## src/rtl/imem_dmem_arbiter_pkg.sv

```systemverilog
`default_nettype none
// ============================================================================
// Package     : arb_pkg
// Description : Shared types and constants for the instruction/data memory
//               arbiter: FSM state encoding, bus owner encoding and the
//               width of the DMCtrl size/sign code.
// Revision    : 1.0 - initial release
// ============================================================================
package arb_pkg;

  // Width of the DMCtrl size/sign code carried with data accesses.
  localparam int DMCTRL_W = 3;

  // Arbiter FSM states.
  typedef enum logic [1:0] {
    IDLE    = 2'd0,
    BUSY_FE = 2'd1,
    BUSY_ME = 2'd2,
    RESP    = 2'd3
  } arb_state_e;

  // Which requester currently owns the memory port.
  typedef enum logic {
    OWN_FE = 1'b0,
    OWN_ME = 1'b1
  } arb_owner_e;

endpackage : arb_pkg
`default_nettype wire

```

## src/rtl/imem_dmem_arbiter_if.sv

```systemverilog
`default_nettype none
// ============================================================================
// Interface   : imem_dmem_arbiter_if
// Description : Bundles the fetch-stage, memory-stage and unified-memory
//               handshake signals around the arbiter.
//               slave  : arbiter view (serves the pipeline, drives memory)
//               master : environment view (pipeline stages + memory)
// Ports       : fe_*   fetch request/response/stall, flush
//               me_*   data request/response/stall
//               mem_*  unified memory request/ack bus
// Revision    : 1.0 - initial release
// ============================================================================
interface imem_dmem_arbiter_if #(
  parameter int ADDR_W = 32,
  parameter int DATA_W = 32
);
  import arb_pkg::*;

  // Fetch stage
  logic                fe_req;
  logic [ADDR_W-1:0]   fe_addr;
  logic [DATA_W-1:0]   fe_rdata;
  logic                fe_valid;
  logic                fe_stall;
  logic                flush;

  // Memory stage
  logic                me_req;
  logic                me_we;
  logic [ADDR_W-1:0]   me_addr;
  logic [DATA_W-1:0]   me_wdata;
  logic [DMCTRL_W-1:0] me_ctrl;
  logic [DATA_W-1:0]   me_rdata;
  logic                me_valid;
  logic                me_stall;

  // Unified memory
  logic                mem_req;
  logic                mem_we;
  logic [ADDR_W-1:0]   mem_addr;
  logic [DATA_W-1:0]   mem_wdata;
  logic [DMCTRL_W-1:0] mem_ctrl;
  logic [DATA_W-1:0]   mem_rdata;
  logic                mem_ack;

  modport slave (
    input  fe_req, fe_addr, flush,
    input  me_req, me_we, me_addr, me_wdata, me_ctrl,
    input  mem_rdata, mem_ack,
    output fe_rdata, fe_valid, fe_stall,
    output me_rdata, me_valid, me_stall,
    output mem_req, mem_we, mem_addr, mem_wdata, mem_ctrl
  );

  modport master (
    output fe_req, fe_addr, flush,
    output me_req, me_we, me_addr, me_wdata, me_ctrl,
    output mem_rdata, mem_ack,
    input  fe_rdata, fe_valid, fe_stall,
    input  me_rdata, me_valid, me_stall,
    input  mem_req, mem_we, mem_addr, mem_wdata, mem_ctrl
  );

endinterface : imem_dmem_arbiter_if
`default_nettype wire

```

## src/rtl/imem_dmem_arbiter_starve_ctr.sv

```systemverilog
`default_nettype none
// ============================================================================
// Module      : arb_starve_ctr
// Description : Counts data-port grants issued while a fetch is waiting.
//               Once STARVE_MAX such grants have been issued, force_fe_o
//               asks the arbiter to serve the fetch at the next arbitration.
// Ports       : clk, rst      clock and synchronous active-high reset
//               me_grant_i    data port granted this cycle
//               fe_grant_i    fetch port granted this cycle
//               fe_req_i      fetch currently requesting
//               force_fe_o    next arbitration must go to the fetch port
// Revision    : 1.0 - initial release
// ============================================================================
module arb_starve_ctr #(
  parameter int STARVE_MAX = 4
) (
  input  logic clk,
  input  logic rst,
  input  logic me_grant_i,
  input  logic fe_grant_i,
  input  logic fe_req_i,
  output logic force_fe_o
);

  localparam int               CNT_W = (STARVE_MAX < 1) ? 1 : $clog2(STARVE_MAX + 1);
  localparam logic [CNT_W-1:0] C_MAX = CNT_W'(STARVE_MAX);

  logic [CNT_W-1:0] cnt_q;
  logic [CNT_W-1:0] cnt_d;

  always_comb begin
    cnt_d = cnt_q;
    if (fe_grant_i || !fe_req_i) begin
      cnt_d = '0;
    end else if (me_grant_i && (cnt_q != C_MAX)) begin
      // Saturates so the force stays asserted until the fetch is served.
      cnt_d = cnt_q + CNT_W'(1);
    end
  end

  always_ff @(posedge clk) begin
    if (rst) begin
      cnt_q <= '0;
    end else begin
      cnt_q <= cnt_d;
    end
  end

  assign force_fe_o = (cnt_q == C_MAX);

endmodule : arb_starve_ctr
`default_nettype wire

```

## src/rtl/imem_dmem_arbiter.sv

```systemverilog
`default_nettype none
// ============================================================================
// Module      : imem_dmem_arbiter
// Description : Shares one single-ported unified memory between the fetch
//               stage and the memory stage. The data port has priority;
//               each access is sequenced IDLE -> BUSY_x -> RESP -> IDLE.
//               A flush during a fetch lets the bus cycle finish but
//               suppresses its response.
//               Optional: define ARB_STARVE_EN to bound fetch starvation
//               to STARVE_MAX consecutive data grants.
// Ports       : clk  system clock (rising edge)
//               rst  synchronous active-high reset
//               bus  imem_dmem_arbiter_if.slave (fe_*, me_*, mem_*, flush)
// Revision    : 1.0 - initial release
// ============================================================================
module imem_dmem_arbiter
  import arb_pkg::*;
#(
  parameter int ADDR_W     = 32,
  parameter int DATA_W     = 32,
  parameter int STARVE_MAX = 4
) (
  input  logic                clk,
  input  logic                rst,
  imem_dmem_arbiter_if.slave  bus
);

  arb_state_e          state_q,     state_d;
  logic                discard_q,   discard_d;
  logic                mem_req_q,   mem_req_d;
  logic                mem_we_q,    mem_we_d;
  logic [ADDR_W-1:0]   mem_addr_q,  mem_addr_d;
  logic [DATA_W-1:0]   mem_wdata_q, mem_wdata_d;
  logic [DMCTRL_W-1:0] mem_ctrl_q,  mem_ctrl_d;
  logic [DATA_W-1:0]   fe_rdata_q,  fe_rdata_d;
  logic [DATA_W-1:0]   me_rdata_q,  me_rdata_d;
  logic                fe_valid_q,  fe_valid_d;
  logic                me_valid_q,  me_valid_d;

  logic w_fe_ok;
  logic w_force_fe;
  logic w_grant_fe;
  logic w_grant_me;
  logic w_kill;

  // A fetch is never granted in the same cycle as a redirect: its PC is stale.
  assign w_fe_ok    = bus.fe_req & ~bus.flush;
  assign w_grant_me = (state_q == IDLE) & bus.me_req & ~(w_force_fe & w_fe_ok);
  assign w_grant_fe = (state_q == IDLE) & w_fe_ok & (~bus.me_req | w_force_fe);

  // Covers a flush arriving in the very cycle the ack returns.
  assign w_kill     = discard_q | bus.flush;

`ifdef ARB_STARVE_EN
  arb_starve_ctr #(
    .STARVE_MAX (STARVE_MAX)
  ) u_starve_ctr (
    .clk        (clk),
    .rst        (rst),
    .me_grant_i (w_grant_me),
    .fe_grant_i (w_grant_fe),
    .fe_req_i   (bus.fe_req),
    .force_fe_o (w_force_fe)
  );
`else
  assign w_force_fe = 1'b0;
`endif

  always_comb begin
    state_d     = state_q;
    discard_d   = discard_q;
    mem_req_d   = mem_req_q;
    mem_we_d    = mem_we_q;
    mem_addr_d  = mem_addr_q;
    mem_wdata_d = mem_wdata_q;
    mem_ctrl_d  = mem_ctrl_q;
    fe_rdata_d  = fe_rdata_q;
    me_rdata_d  = me_rdata_q;
    fe_valid_d  = 1'b0;
    me_valid_d  = 1'b0;

    case (state_q)
      IDLE: begin
        discard_d = 1'b0;
        if (w_grant_me) begin
          mem_req_d   = 1'b1;
          mem_we_d    = bus.me_we;
          mem_addr_d  = bus.me_addr;
          mem_wdata_d = bus.me_wdata;
          mem_ctrl_d  = bus.me_ctrl;
          state_d     = BUSY_ME;
        end else if (w_grant_fe) begin
          mem_req_d   = 1'b1;
          mem_we_d    = 1'b0;
          mem_addr_d  = bus.fe_addr;
          mem_wdata_d = '0;
          mem_ctrl_d  = '0;
          state_d     = BUSY_FE;
        end
      end

      BUSY_FE: begin
        discard_d = w_kill;
        if (bus.mem_ack) begin
          mem_req_d = 1'b0;
          state_d   = RESP;
          if (!w_kill) begin
            fe_rdata_d = bus.mem_rdata;
            fe_valid_d = 1'b1;
          end
        end
      end

      BUSY_ME: begin
        if (bus.mem_ack) begin
          mem_req_d  = 1'b0;
          me_rdata_d = bus.mem_rdata;
          me_valid_d = 1'b1;
          state_d    = RESP;
        end
      end

      RESP: begin
        // Response cycle: no arbitration, so a requester still holding
        // its req while it sees valid is not granted a second time.
        discard_d = 1'b0;
        state_d   = IDLE;
      end

      default: begin
        state_d = IDLE;
      end
    endcase
  end

  always_ff @(posedge clk) begin
    if (rst) begin
      state_q     <= IDLE;
      discard_q   <= 1'b0;
      mem_req_q   <= 1'b0;
      mem_we_q    <= 1'b0;
      mem_addr_q  <= '0;
      mem_wdata_q <= '0;
      mem_ctrl_q  <= '0;
      fe_rdata_q  <= '0;
      me_rdata_q  <= '0;
      fe_valid_q  <= 1'b0;
      me_valid_q  <= 1'b0;
    end else begin
      state_q     <= state_d;
      discard_q   <= discard_d;
      mem_req_q   <= mem_req_d;
      mem_we_q    <= mem_we_d;
      mem_addr_q  <= mem_addr_d;
      mem_wdata_q <= mem_wdata_d;
      mem_ctrl_q  <= mem_ctrl_d;
      fe_rdata_q  <= fe_rdata_d;
      me_rdata_q  <= me_rdata_d;
      fe_valid_q  <= fe_valid_d;
      me_valid_q  <= me_valid_d;
    end
  end

  assign bus.mem_req   = mem_req_q;
  assign bus.mem_we    = mem_we_q;
  assign bus.mem_addr  = mem_addr_q;
  assign bus.mem_wdata = mem_wdata_q;
  assign bus.mem_ctrl  = mem_ctrl_q;
  assign bus.fe_rdata  = fe_rdata_q;
  assign bus.me_rdata  = me_rdata_q;
  assign bus.fe_valid  = fe_valid_q;
  assign bus.me_valid  = me_valid_q;

  // While a discarded fetch is still on the bus the redirected PC must wait.
  assign bus.fe_stall  = (bus.fe_req & ~fe_valid_q) | ((state_q == BUSY_FE) & discard_q);
  assign bus.me_stall  = bus.me_req & ~me_valid_q;

endmodule : imem_dmem_arbiter
`default_nettype wire

```

## src/flat_wrapper.sv

```systemverilog
// flat-port wrapper written by rule: the top's interface ports become plain ports
module imem_dmem_arbiter_flat import arb_pkg::*;
#(
  parameter int ADDR_W     = 32,
  parameter int DATA_W     = 32,
  parameter int STARVE_MAX = 4
)
  (clk, rst, bus_fe_req, bus_fe_addr, bus_flush, bus_me_req, bus_me_we, bus_me_addr, bus_me_wdata, bus_me_ctrl, bus_mem_rdata, bus_mem_ack, bus_fe_rdata, bus_fe_valid, bus_fe_stall, bus_me_rdata, bus_me_valid, bus_me_stall, bus_mem_req, bus_mem_we, bus_mem_addr, bus_mem_wdata, bus_mem_ctrl);
  imem_dmem_arbiter_if #(.ADDR_W(ADDR_W), .DATA_W(DATA_W)) bus_i ();
  input  logic clk;
  input  logic rst;
  input wire logic [$bits(bus_i.fe_req)-1:0] bus_fe_req;
  input wire logic [$bits(bus_i.fe_addr)-1:0] bus_fe_addr;
  input wire logic [$bits(bus_i.flush)-1:0] bus_flush;
  input wire logic [$bits(bus_i.me_req)-1:0] bus_me_req;
  input wire logic [$bits(bus_i.me_we)-1:0] bus_me_we;
  input wire logic [$bits(bus_i.me_addr)-1:0] bus_me_addr;
  input wire logic [$bits(bus_i.me_wdata)-1:0] bus_me_wdata;
  input wire logic [$bits(bus_i.me_ctrl)-1:0] bus_me_ctrl;
  input wire logic [$bits(bus_i.mem_rdata)-1:0] bus_mem_rdata;
  input wire logic [$bits(bus_i.mem_ack)-1:0] bus_mem_ack;
  output wire logic [$bits(bus_i.fe_rdata)-1:0] bus_fe_rdata;
  output wire logic [$bits(bus_i.fe_valid)-1:0] bus_fe_valid;
  output wire logic [$bits(bus_i.fe_stall)-1:0] bus_fe_stall;
  output wire logic [$bits(bus_i.me_rdata)-1:0] bus_me_rdata;
  output wire logic [$bits(bus_i.me_valid)-1:0] bus_me_valid;
  output wire logic [$bits(bus_i.me_stall)-1:0] bus_me_stall;
  output wire logic [$bits(bus_i.mem_req)-1:0] bus_mem_req;
  output wire logic [$bits(bus_i.mem_we)-1:0] bus_mem_we;
  output wire logic [$bits(bus_i.mem_addr)-1:0] bus_mem_addr;
  output wire logic [$bits(bus_i.mem_wdata)-1:0] bus_mem_wdata;
  output wire logic [$bits(bus_i.mem_ctrl)-1:0] bus_mem_ctrl;
  assign bus_i.fe_req = bus_fe_req;
  assign bus_i.fe_addr = bus_fe_addr;
  assign bus_i.flush = bus_flush;
  assign bus_i.me_req = bus_me_req;
  assign bus_i.me_we = bus_me_we;
  assign bus_i.me_addr = bus_me_addr;
  assign bus_i.me_wdata = bus_me_wdata;
  assign bus_i.me_ctrl = bus_me_ctrl;
  assign bus_i.mem_rdata = bus_mem_rdata;
  assign bus_i.mem_ack = bus_mem_ack;
  assign bus_fe_rdata = bus_i.fe_rdata;
  assign bus_fe_valid = bus_i.fe_valid;
  assign bus_fe_stall = bus_i.fe_stall;
  assign bus_me_rdata = bus_i.me_rdata;
  assign bus_me_valid = bus_i.me_valid;
  assign bus_me_stall = bus_i.me_stall;
  assign bus_mem_req = bus_i.mem_req;
  assign bus_mem_we = bus_i.mem_we;
  assign bus_mem_addr = bus_i.mem_addr;
  assign bus_mem_wdata = bus_i.mem_wdata;
  assign bus_mem_ctrl = bus_i.mem_ctrl;
  imem_dmem_arbiter #(.ADDR_W(ADDR_W), .DATA_W(DATA_W), .STARVE_MAX(STARVE_MAX)) u_core (.clk(clk), .rst(rst), .bus(bus_i));
endmodule
```

## config.mk

```make
export PLATFORM = sky130hd
export DESIGN_NAME = imem_dmem_arbiter_flat
export DESIGN_NICKNAME = d
export VERILOG_FILES = /design/src/rtl/imem_dmem_arbiter_pkg.sv /design/src/rtl/imem_dmem_arbiter_if.sv /design/src/rtl/imem_dmem_arbiter_starve_ctr.sv /design/src/rtl/imem_dmem_arbiter.sv /design/src/flat_wrapper.sv
export SDC_FILE = /design/constraint.sdc
export NUM_CORES = 1
export LEC_CHECK = 0
export BUFFER_PORTS_ARGS = -buffer_cell sky130_fd_sc_hd__clkbuf_2
export CAP_MARGIN = 20
export CELL_PAD_IN_SITES_DETAIL_PLACEMENT = 0
export CELL_PAD_IN_SITES_GLOBAL_PLACEMENT = 1
export CORE_ASPECT_RATIO = 0.8
export CORE_MARGIN = 2
export CORE_UTILIZATION = 35
export DETAILED_ROUTE_END_ITERATION = 6
export HOLD_SLACK_MARGIN = 0.08
export PLACE_DENSITY = 0.85
export SLEW_MARGIN = 20
export SYNTH_ARGS = -nofsm -noshare
export SYNTH_HDL_FRONTEND = slang
export SYNTH_HIERARCHICAL = 1
export SYNTH_SLANG_ARGS = --single-unit
```

## constraint.sdc

```tcl
create_clock -name clk -period 3.15 [get_ports clk]
set_input_delay 0.315 -clock clk [delete_from_list [all_inputs] [get_ports clk]]
set_output_delay 0.315 -clock clk [all_outputs]
set_load 0.005 [all_outputs]
```

==> flow_summary.toml <==
[run_status]
run_status = "complete, no violations"

[logic_synthesis]
post_synth_mux_area_share = 0.0623
post_synth_xor_area_fraction = 0
synth_cell_types = 32
synth_most_common_cell = "dfxtp_1"
synth_nets = 735
synth.area.top_cells = "dfxtp_1 51%, a21oi_1 9.1%, nand2_1 9.1%"
synth_top_area_cell = "dfxtp_1"
synthAdderAreaFrac = 0.00917
synth_ff_type = "dfxtp_1"
avgSynthCellArea_sq_um = 9.21
yosys_register_bits = 138
synth_simple_gate_area_share = 0.148
netlist_instances = 593
synth-seq-area-share = 0.506
synth_area_in_compound_gates = 0.219
synth_edf_count = 0
netlist.area_leader.share = 0.506
combinational_family_with_the_most_area_after_synthesis = "compound AO/OA/AOI/OAI gates"
synth_async_sr_flop_share = 0
synth_commonest_cells = "138 x dfxtp_1, 132 x nand2_1, 99 x a21oi_1"
netlist_area_sq_mm = 0.00546
yosysWarnings = 6

[detailed_routing]
route.antenna.remaining_nets = 0
route.top_layer_used = "met4"
met2_wire_length_um = 7640
m1WireLength_um = 6900
drt_first_iter_violations = 223
remaining_drcs = 0
detailroute.via_count = 5172
totalWireLength_um = 16100
wire_per_inst_um = 15.1
detail_route.first_pass.iterations = 5
route.met3.wl_um = 1510
avgViaCountPerCell = 4.85

[sta]
max_slew.worst_pin.slew_ps = 745
setup_viol_count_final = 0
rsz_0062_raised_after_global_routing = "false"
final_min_period_over_clock_period = 0.629
fmax_mhz = 505
final-max-slew-violation-count = 0
tns_ps = 0
finalWorstPathRequiredPeriod_ps = 1980
finalHoldWorstSlack_ps = 110
finalClockSkew_ps = 5.72
hold_viol = 0
maxSlewHeadroom = 0.503

[setup_path]
crit_path_end_kind = "flip-flop"
regToRegSetupSlack_ps = 1170
cp_slowest_stage_delay_ps = 450
worstPathCellList = "inv_1 > ha_1 > and2_2 > buf_4 > mux2i_1 > o41ai_1"
worst-path-max-fanout = 19
timing.critical_path.arrival_ps = 2300
critPathKind = "flip-flop to flip-flop"
startpoint_type = "flip-flop"
cp_top_family = "buffers and inverters"
critical_path.slowest_cell = "and2_2"
required_ps = 3460
worstPathBufferInverterCount = 2

[floorplanning]
die_area_sq_mm = 0.0166
placementRows = 40
floorplan.initialDensity = 0.361
die-height_um = 116
core_area_sq_mm = 0.0151
chipWidth_um = 144
io-pin-count = 275

[clocking]
post_cts.resized_instances = 0
clk_root_buffer_cell = "clkbuf_16"
cts.sinks = 138
postCtsHoldBufs = 0
max-clock-path-buffers = 2
htree_num_levels = 4
clk_transition_reported_paths_ps = 60
tritoncts = "yes"
clock_latency_on_the_worst_skew_pair_ps = 410
number_of_setup_buffers_added_after_cts = 0
cts_made_buffers = 17

[placed_design]
portBuffers = 274
gp_congestion = 0.736
placedInstanceArea_sq_mm = 0.00692
dp_hpwl_um = 11100

[final_layout]
postLayoutCellArea_sq_mm = 0.00751
areaGrowthSynthToFinish_pct = 37.6
final_util = 0.497
fin_nets = 986
diodes = 0
fraction_of_layout_instances_using_a_drive_strength_above_1 = 0.417

[power_and_ir_drop]
power_leakage_nw = 3.33
total_power_mw = 6.11
ir_worst_vdd_mv = 0.357
power.density_mw_per_mm2 = 812

[grt]
vias_in_the_first_global_route = 4936
globalRouteOverflowTotal = 0
grt_pass1_wl_um = 25100
grt_antenna_before_repair = 0
largest_net_degree_at_the_start_of_global_routing = 71
groute.usage.overall = 0.192

[worst_hold_path]
hold_path.class = "input port to flip-flop"

[run]
cap_violations = 0
registers in the layout, indices dropped and copies added (netlist names):
name                  cells
u_core/bus.fe_rdata      32
u_core/bus.fe_valid       1
u_core/bus.me_rdata      32
u_core/bus.me_valid       1
u_core/bus.mem_addr      32
u_core/bus.mem_ctrl       3
u_core/bus.mem_req        1
u_core/bus.mem_wdata     32
u_core/bus.mem_we         1
u_core/discard_q          1
u_core/state_q            2
routing by layer:
layer,vias to the layer above,global-route usage
li1,2615,-
met1,2362,0.239
met2,190,0.309
met3,5,0.0736
met4,0,0.0569
met5,-,0
through the flow:
stage / worst slack (ps) / std cells
finish: 1170 / 1067
global route: 1030 / 1067
CTS: 1160 / 1067
detailed placement: 1180 / 1035
global placement: 1260 / 1035
floorplan: 1450 / 593
cells in the final DEF (no fill, tap or decap), types with 14 or more instances in the layout:
cell type / count
clkbuf_16: 17
buf_4: 14
a32o_1: 36
dfxtp_1: 138
mux2i_1: 34
nand2_1: 132
clkbuf_2: 274
a21oi_1: 99
or2_2: 32
o311ai_0: 32
final timing paths:
| check | startpoint | end | cells past startpoint |
|---|---|---|---|
| setup / recovery | u_core/state_q[1]$_SDFFE_PP0P_ | u_core/state_q[1]$_SDFFE_PP0P_ | 6 |
| hold / removal | bus_me_ctrl[2] | u_core/bus.mem_ctrl[2]$_SDFFE_PP0P_ | 2 |
| setup reg to reg | u_core/state_q[1]$_SDFFE_PP0P_ | u_core/state_q[1]$_SDFFE_PP0P_ | 6 |
| hold reg to reg | u_core/bus.fe_rdata[25]$_SDFFE_PP0P_ | u_core/bus.fe_rdata[25]$_SDFFE_PP0P_ | 2 |
where the power goes:
group	internal [mW]	leakage [nW]	switching [mW]	total (mW)
Sequential	2.09	1.13	0.200	2.29
Combinational	0.859	1.92	0.968	1.83
Clock	1.18	0.284	0.810	1.99
cell type report:
class                           instances  area (sq um)
Fill cell                            1507          7600
Tap cell                              210           263
Clock inverter                         15           168
Sequential cell                       138          2760
Clock buffer                           17           425
Inverter                                6          22.5
Multi-Input combinational cell        393          2400
Timing Repair Buffer                  288          1480
cells by family after synthesis:
family	Yosys count
AND/OR/NAND/NOR	181
AO/OA/AOI/OAI	174
buffers and inverters	62
adder cells (fa/ha/maj)	4
flip-flops	138
multiplexers	34
Power figures use the tool's default switching activity.
